## src/rtl/dmem_mmio_bridge.sv

```systemverilog
`default_nettype none
// ============================================================================
// Module   : dmem_mmio_bridge
// Purpose  : Sits on the processor data-memory port. Addresses below
//            MMIO_BASE pass straight through to dmem; the top window maps a
//            keyboard scancode FIFO, a gravity tick timer and a score
//            register. Reads are combinational; read side effects (pop,
//            clear) commit on the next rising edge.
// Revision : 1.0 - initial release
// ============================================================================
module dmem_mmio_bridge #(
  parameter int          DEPTH         = 8,
  parameter logic [11:0] MMIO_BASE     = 12'hFF8,
  parameter logic [11:0] KBD_DATA_ADDR = 12'hFFF,
  parameter logic [11:0] KBD_STAT_ADDR = 12'hFFE,
  parameter logic [11:0] TICK_ADDR     = 12'hFFD,
  parameter logic [11:0] PERIOD_ADDR   = 12'hFFC,
  parameter logic [11:0] SCORE_ADDR    = 12'hFFB
) (
  input  logic        clock,
  input  logic        reset,
  input  logic [11:0] cpu_address,
  input  logic [31:0] cpu_data,
  input  logic        cpu_wren,
  input  logic        cpu_rden,
  output logic [31:0] cpu_q,
  output logic [11:0] mem_address,
  output logic [31:0] mem_data,
  output logic        mem_wren,
  input  logic [31:0] mem_q,
  input  logic [7:0]  kbd_code,
  input  logic        kbd_valid,
  output logic [31:0] score_out,
  output logic        tick_irq
);

  localparam int PTR_W = (DEPTH > 1) ? $clog2(DEPTH) : 1;
  localparam int CNT_W = PTR_W + 1;
  localparam logic [CNT_W-1:0] C_FULL_COUNT = CNT_W'(DEPTH);

  // State flops
  logic [PTR_W-1:0] rd_ptr_q, rd_ptr_d;
  logic [PTR_W-1:0] wr_ptr_q, wr_ptr_d;
  logic [CNT_W-1:0] count_q, count_d;
  logic             overflow_q, overflow_d;
  logic [31:0]      period_q, period_d;
  logic [31:0]      counter_q, counter_d;
  logic             tick_pending_q, tick_pending_d;
  logic [31:0]      score_q, score_d;

  // FIFO storage has no reset: validity is tracked purely by count_q
  logic [7:0]       fifo_q [DEPTH];

  // Decode and control strobes
  logic        is_mmio;
  logic        empty;
  logic        full;
  logic        push;
  logic        pop;
  logic        wr_period;
  logic        wr_score;
  logic        rd_stat;
  logic        rd_tick;
  logic        tick_set;
  logic        ovf_set;
  logic [31:0] mmio_rdata;
  logic [31:0] stat_word;
  logic [7:0]  head;

  assign is_mmio   = (cpu_address >= MMIO_BASE);
  assign empty     = (count_q == '0);
  assign full      = (count_q == C_FULL_COUNT);
  assign head      = fifo_q[rd_ptr_q];

  assign pop       = cpu_rden & (cpu_address == KBD_DATA_ADDR) & ~empty;
  assign push      = kbd_valid & (~full | pop);
  assign ovf_set   = kbd_valid & full & ~pop;

  assign wr_period = cpu_wren & (cpu_address == PERIOD_ADDR);
  assign wr_score  = cpu_wren & (cpu_address == SCORE_ADDR);
  assign rd_stat   = cpu_rden & (cpu_address == KBD_STAT_ADDR);
  assign rd_tick   = cpu_rden & (cpu_address == TICK_ADDR);

  // Pass-through to dmem; stores into the MMIO window never reach memory
  assign mem_address = cpu_address;
  assign mem_data    = cpu_data;
  assign mem_wren    = cpu_wren & ~is_mmio & reset;

  assign score_out   = score_q;
  assign tick_irq    = tick_pending_q;

  // Status word: overflow, full, empty, count in the low byte
  always_comb begin
    stat_word        = 32'h0;
    stat_word[7:0]   = 8'(count_q);
    stat_word[8]     = empty;
    stat_word[9]     = full;
    stat_word[16]    = overflow_q;
  end

  // Zero-latency MMIO read mux and final load-data select
  always_comb begin
    mmio_rdata = 32'h0;
    case (cpu_address)
      KBD_DATA_ADDR: mmio_rdata = empty ? 32'h0 : {24'h0, head};
      KBD_STAT_ADDR: mmio_rdata = stat_word;
      TICK_ADDR:     mmio_rdata = {31'h0, tick_pending_q};
      PERIOD_ADDR:   mmio_rdata = period_q;
      SCORE_ADDR:    mmio_rdata = score_q;
      default:       mmio_rdata = 32'h0;
    endcase
    cpu_q = is_mmio ? mmio_rdata : mem_q;
  end

  // FIFO pointer/count and sticky overflow next-state
  always_comb begin
    rd_ptr_d   = rd_ptr_q;
    wr_ptr_d   = wr_ptr_q;
    count_d    = count_q;
    overflow_d = overflow_q;
    if (pop)  rd_ptr_d = rd_ptr_q + PTR_W'(1);
    if (push) wr_ptr_d = wr_ptr_q + PTR_W'(1);
    case ({push, pop})
      2'b10:   count_d = count_q + CNT_W'(1);
      2'b01:   count_d = count_q - CNT_W'(1);
      default: count_d = count_q;
    endcase
    // A new drop in the same cycle as a status read keeps the flag set
    if (ovf_set)      overflow_d = 1'b1;
    else if (rd_stat) overflow_d = 1'b0;
  end

  // Timer, tick flag and score next-state
  always_comb begin
    period_d       = period_q;
    counter_d      = counter_q;
    score_d        = score_q;
    tick_set       = 1'b0;
    tick_pending_d = tick_pending_q;
    if (wr_period) begin
      period_d  = cpu_data;
      counter_d = 32'h0;
    end else if (period_q == 32'h0) begin
      counter_d = 32'h0;
    end else if (counter_q == period_q - 32'h1) begin
      counter_d = 32'h0;
      tick_set  = 1'b1;
    end else begin
      counter_d = counter_q + 32'h1;
    end
    if (wr_score) score_d = cpu_data;
    // A tick landing on the same edge as the acknowledging read wins
    if (tick_set)     tick_pending_d = 1'b1;
    else if (rd_tick) tick_pending_d = 1'b0;
  end

  // Control state registers with asynchronous active-low reset
  always_ff @(posedge clock or negedge reset) begin
    if (!reset) begin
      rd_ptr_q       <= '0;
      wr_ptr_q       <= '0;
      count_q        <= '0;
      overflow_q     <= 1'b0;
      period_q       <= 32'h0;
      counter_q      <= 32'h0;
      tick_pending_q <= 1'b0;
      score_q        <= 32'h0;
    end else begin
      rd_ptr_q       <= rd_ptr_d;
      wr_ptr_q       <= wr_ptr_d;
      count_q        <= count_d;
      overflow_q     <= overflow_d;
      period_q       <= period_d;
      counter_q      <= counter_d;
      tick_pending_q <= tick_pending_d;
      score_q        <= score_d;
    end
  end

  // Scancode storage write; suppressed while reset is held
  always_ff @(posedge clock) begin
    if (reset && push) begin
      fifo_q[wr_ptr_q] <= kbd_code;
    end
  end

endmodule
`default_nettype wire

```

## config.mk

```make
export PLATFORM = sky130hd
export DESIGN_NAME = dmem_mmio_bridge
export DESIGN_NICKNAME = d
export VERILOG_FILES = /design/src/rtl/dmem_mmio_bridge.sv
export SDC_FILE = /design/constraint.sdc
export NUM_CORES = 1
export LEC_CHECK = 0
export ABC_AREA = 1
export CORE_ASPECT_RATIO = 0.75
export CORE_MARGIN = 1.5
export CORE_UTILIZATION = 55
export DETAILED_ROUTE_END_ITERATION = 6
export GPL_TIMING_DRIVEN = 0
export PLACE_DENSITY = 0.86
export SETUP_SLACK_MARGIN = 0.02
export SYNTH_ARGS = -nofsm -noshare
export SYNTH_HDL_FRONTEND = slang
export SYNTH_SLANG_ARGS = --single-unit
```

## constraint.sdc

```tcl
create_clock -name clock -period 5.4 [get_ports clock]
set_input_delay 0.81 -clock clock [delete_from_list [all_inputs] [get_ports clock]]
set_output_delay 0.81 -clock clock [all_outputs]
set_load 0.005 [all_outputs]
```

==> summary.txt <==
Pwr
  – Leakage Power: 5.85 nW
  – Peak VDD IR: 159 uV
  – PD cells: 239 mW/mm^2
  – Overall Power: 3.16 mW

Synth
  – Post-synthesis cell type count: 46
  – Post-synthesis register bit count: 172
  – YS warnings: 0
  – Cells after Synth: 1353
  – Number of synthesized flops with an enable pin: 64
  – Register area share after synthesis: 0.446
  – Mean Syn Cell Area: 7.66 sq um
  – Fraction of registers with async set/reset: 0.628
  – Main synth FF type: dfrtp_1
  – Mapped Area: 0.0104 sq mm
  – Syn Nets: 1449

Floorplanning
  – Initial Util: 0.562
  – Core Box Area: 0.0185 sq mm
  – Die Ht: 122 um
  – Die ar.: 0.0197 sq mm
  – # rows: 43
  – Die X: 162 um
  – Ports: 199

STA
  – RSZ-0062 raised after global routing: false
  – Worst-Margin Slew: 0.986 ns
  – Rel. slew slack: 0.340
  – Hold WS: 0.403 ns
  – Worst Skew: 0.0145 ns
  – Final setup vio count: 0
  – Period utilization: 0.906
  – Fmax: 0.204 GHz
  – Final Hold Fails: 0
  – Max-slew violations: 0
  – Fin crit period: 4.89 ns

GRT
  – Largest net degree at the start of global routing: 64
  – First-pass GRT wire length: 53300 um
  – GRT Residual Overflow: 0
  – Number of global-route vias before repair: 9791
  – GRT Total Usage: 0.360
  – Initial antenna violation count: 0

Route
  – Wire length per cell: 19.0 um
  – Post-DR vias/cell: 5.70
  – Routed WL: 34900 um
  – Starting DRT DRC Count: 1246
  – DRC Markers: 0
  – Antenna-violating nets left: 0
  – Vias: 10400
  – DR pass1 iterations: 7

Clock network
  – TritonCTS Buffers: 17
  – Worst skew pair latency: 0.44 ns
  – CTS tree: built
  – Root buf cell: clkbuf_16
  – H-tree depth: 4
  – Post-CTS Hold Buffers: 0
  – CTS Sinks: 172
  – Clock Path Buffers: 2
  – Post-CTS setup buffer count: 0
  – Post-CTS sizing: 0
  – Clock transition at path regs: 0.07 ns

Finish
  – Fin nets: 1668
  – Diodes inserted: 0
  – P&R area growth vs syn: 27.8%
  – Finished Core Util: 0.718
  – Ratio of cells with drive above 1 in the final layout: 0.0782
  – FILL cells: 1443

Worst setup path
  – Worst path arrival time: 4.08 ns
  – CP max stage cell: clkdlybuf4s50_1
  – CP Max Fanout: 10
  – CP Launch Type: input port
  – Crit-path cells: clkdlybuf4s50_1 > nand4_1 > nor4_1 > nand2_1 > clkinv_1 > clkbuf_1 > nand2_1 > o2111ai_1 > clkdlybuf4s50_1
  – Setup crit end kind: output port
  – WP data required: 4.59 ns
  – Delay of the slowest cell on the worst path: 0.60 ns
  – Setup CP Type: input port to output port

Flow run
  – Number of max-cap violations: 0

Placed design
  – HPWL Detailed: 26700 um
  – Placer Congestion: 1.05
  – PortBufs: 198

Min path
  – Hold WC Path Type: input port to async pin

Status
  – Status: complete, no violations
==> power by group <==
group,internal (mW),total (mW),switching [mW]
Combinational,0.231,0.507,0.276
Clock,0.637,1.18,0.540
Sequential,1.43,1.48,0.0509
Total,2.30,3.16,0.866
==> layer usage <==
layer	wire, um	global-route usage
met5	0	0
met3	4260	0.0804
met2	15300	0.556
met4	1080	0.137
met1	14300	0.497
==> critical path, delay by kind of cell <==
| kind | cells | cell delay (ns) |
|---|---|---|
| and+or+nand+nor | 4 | 0.97 |
| AOI/OAI and AO/OA | 1 | 0.21 |
| buffers and inverters | 4 | 2.08 |
==> registers in the layout (all words and copies together), names as in the netlist <==
register / flops
tick_irq: 1
period_q: 32
count_q: 4
fifo_q: 64
rd_ptr_q: 3
wr_ptr_q: 3
overflow_q: 1
score_out: 32
counter_q: 32
==> path summary, 6_finish.rpt <==
path                           startpoint             to  slack (ns)  cells past startpoint
hold reg to reg               period_q[0]    period_q[0]        0.51                      2
setup reg to reg               count_q[0]   fifo_q[5][1]        2.70                     10
min in group clock            period_q[0]    period_q[0]        0.51                      2
hold / removal                      reset   counter_q[6]        0.40                      1
setup / recovery           cpu_address[6]       cpu_q[9]        0.51                      9
max in group asynchronous           reset  score_out[11]        4.25                      2
==> layout by cell type, fill, tap and decap left out, types with 7 or more instances in the layout <==
cell type        Yosys  final
nor2_1             183    183
xnor2_1             17     17
nand2_1            387    387
nand4_1             22     22
buf_6                7      7
o211ai_1            12     12
nand3_1             80     80
clkdlybuf4s50_1      0    197
dfrtp_1            108    108
nor3_1              16     13
o21ai_0             94     94
inv_1              132    132
nand3b_1             9      9
edfxtp_1            64     64
xor2_1              42     42
clkbuf_16            0     17
buf_4               44     45
o32ai_1             16     16
nand2_2              7      7
a22oi_1              9      9
nor2_2              16     16
clkbuf_1            34     36
==> cell usage after synthesis, types with 16 or more instances <==
master    number  area (sq um)
nor3_1        16          80.1
buf_4         44           330
nand3_1       80           400
xnor2_1       17           149
o32ai_1       16           140
o21ai_0       94           470
nand2_1      387          1450
dfrtp_1      108          2700
nor2_2        16           100
xor2_1        42           368
inv_1        132           495
edfxtp_1      64          1920
clkbuf_1      34           128
nor2_1       183           687
nand4_1       22           138
==> through the flow <==
| stage | TNS [ns] | setup WS, ns | cells | cell area [sq um] |
|---|---|---|---|---|
| 2_1_floorplan | 0 | 2.43 | 1353 | 10400 |
| 3_3_place_gp | -175.81 | -1.75 | 1798 | 12700 |
| 3_5_place_dp | 0 | 0.547 | 1799 | 12700 |
| 4_1_cts | 0 | 0.549 | 1831 | 13200 |
| 5_1_grt | 0 | 0.359 | 1832 | 13300 |
| 6_report | 0 | 0.506 | 1832 | 13300 |
==> logic make-up after synthesis <==
logic type | Yosys count | share of synthesized area
fa+ha+maj | 7 | 0.00917
compound gates | 148 | 0.0854
mux | 1 | 0.00109
xor+xnor | 59 | 0.0498
buf+inv | 227 | 0.105
flops | 172 | 0.446
simple gates | 739 | 0.303
==> cell type report <==
class / instances / area [sq um] / share of cell area
multi-input combinational: 954 / 4670 / 0.352
sequential: 172 / 4620 / 0.349
timing repair buffer: 200 / 2010 / 0.152
buffer: 90 / 574 / 0.0433
inverter: 137 / 515 / 0.0389
clock buffer: 19 / 433 / 0.0327
tap: 247 / 309 / 0.0233
clock inverter: 13 / 118 / 0.00887
(Power assumes the default switching activity.)
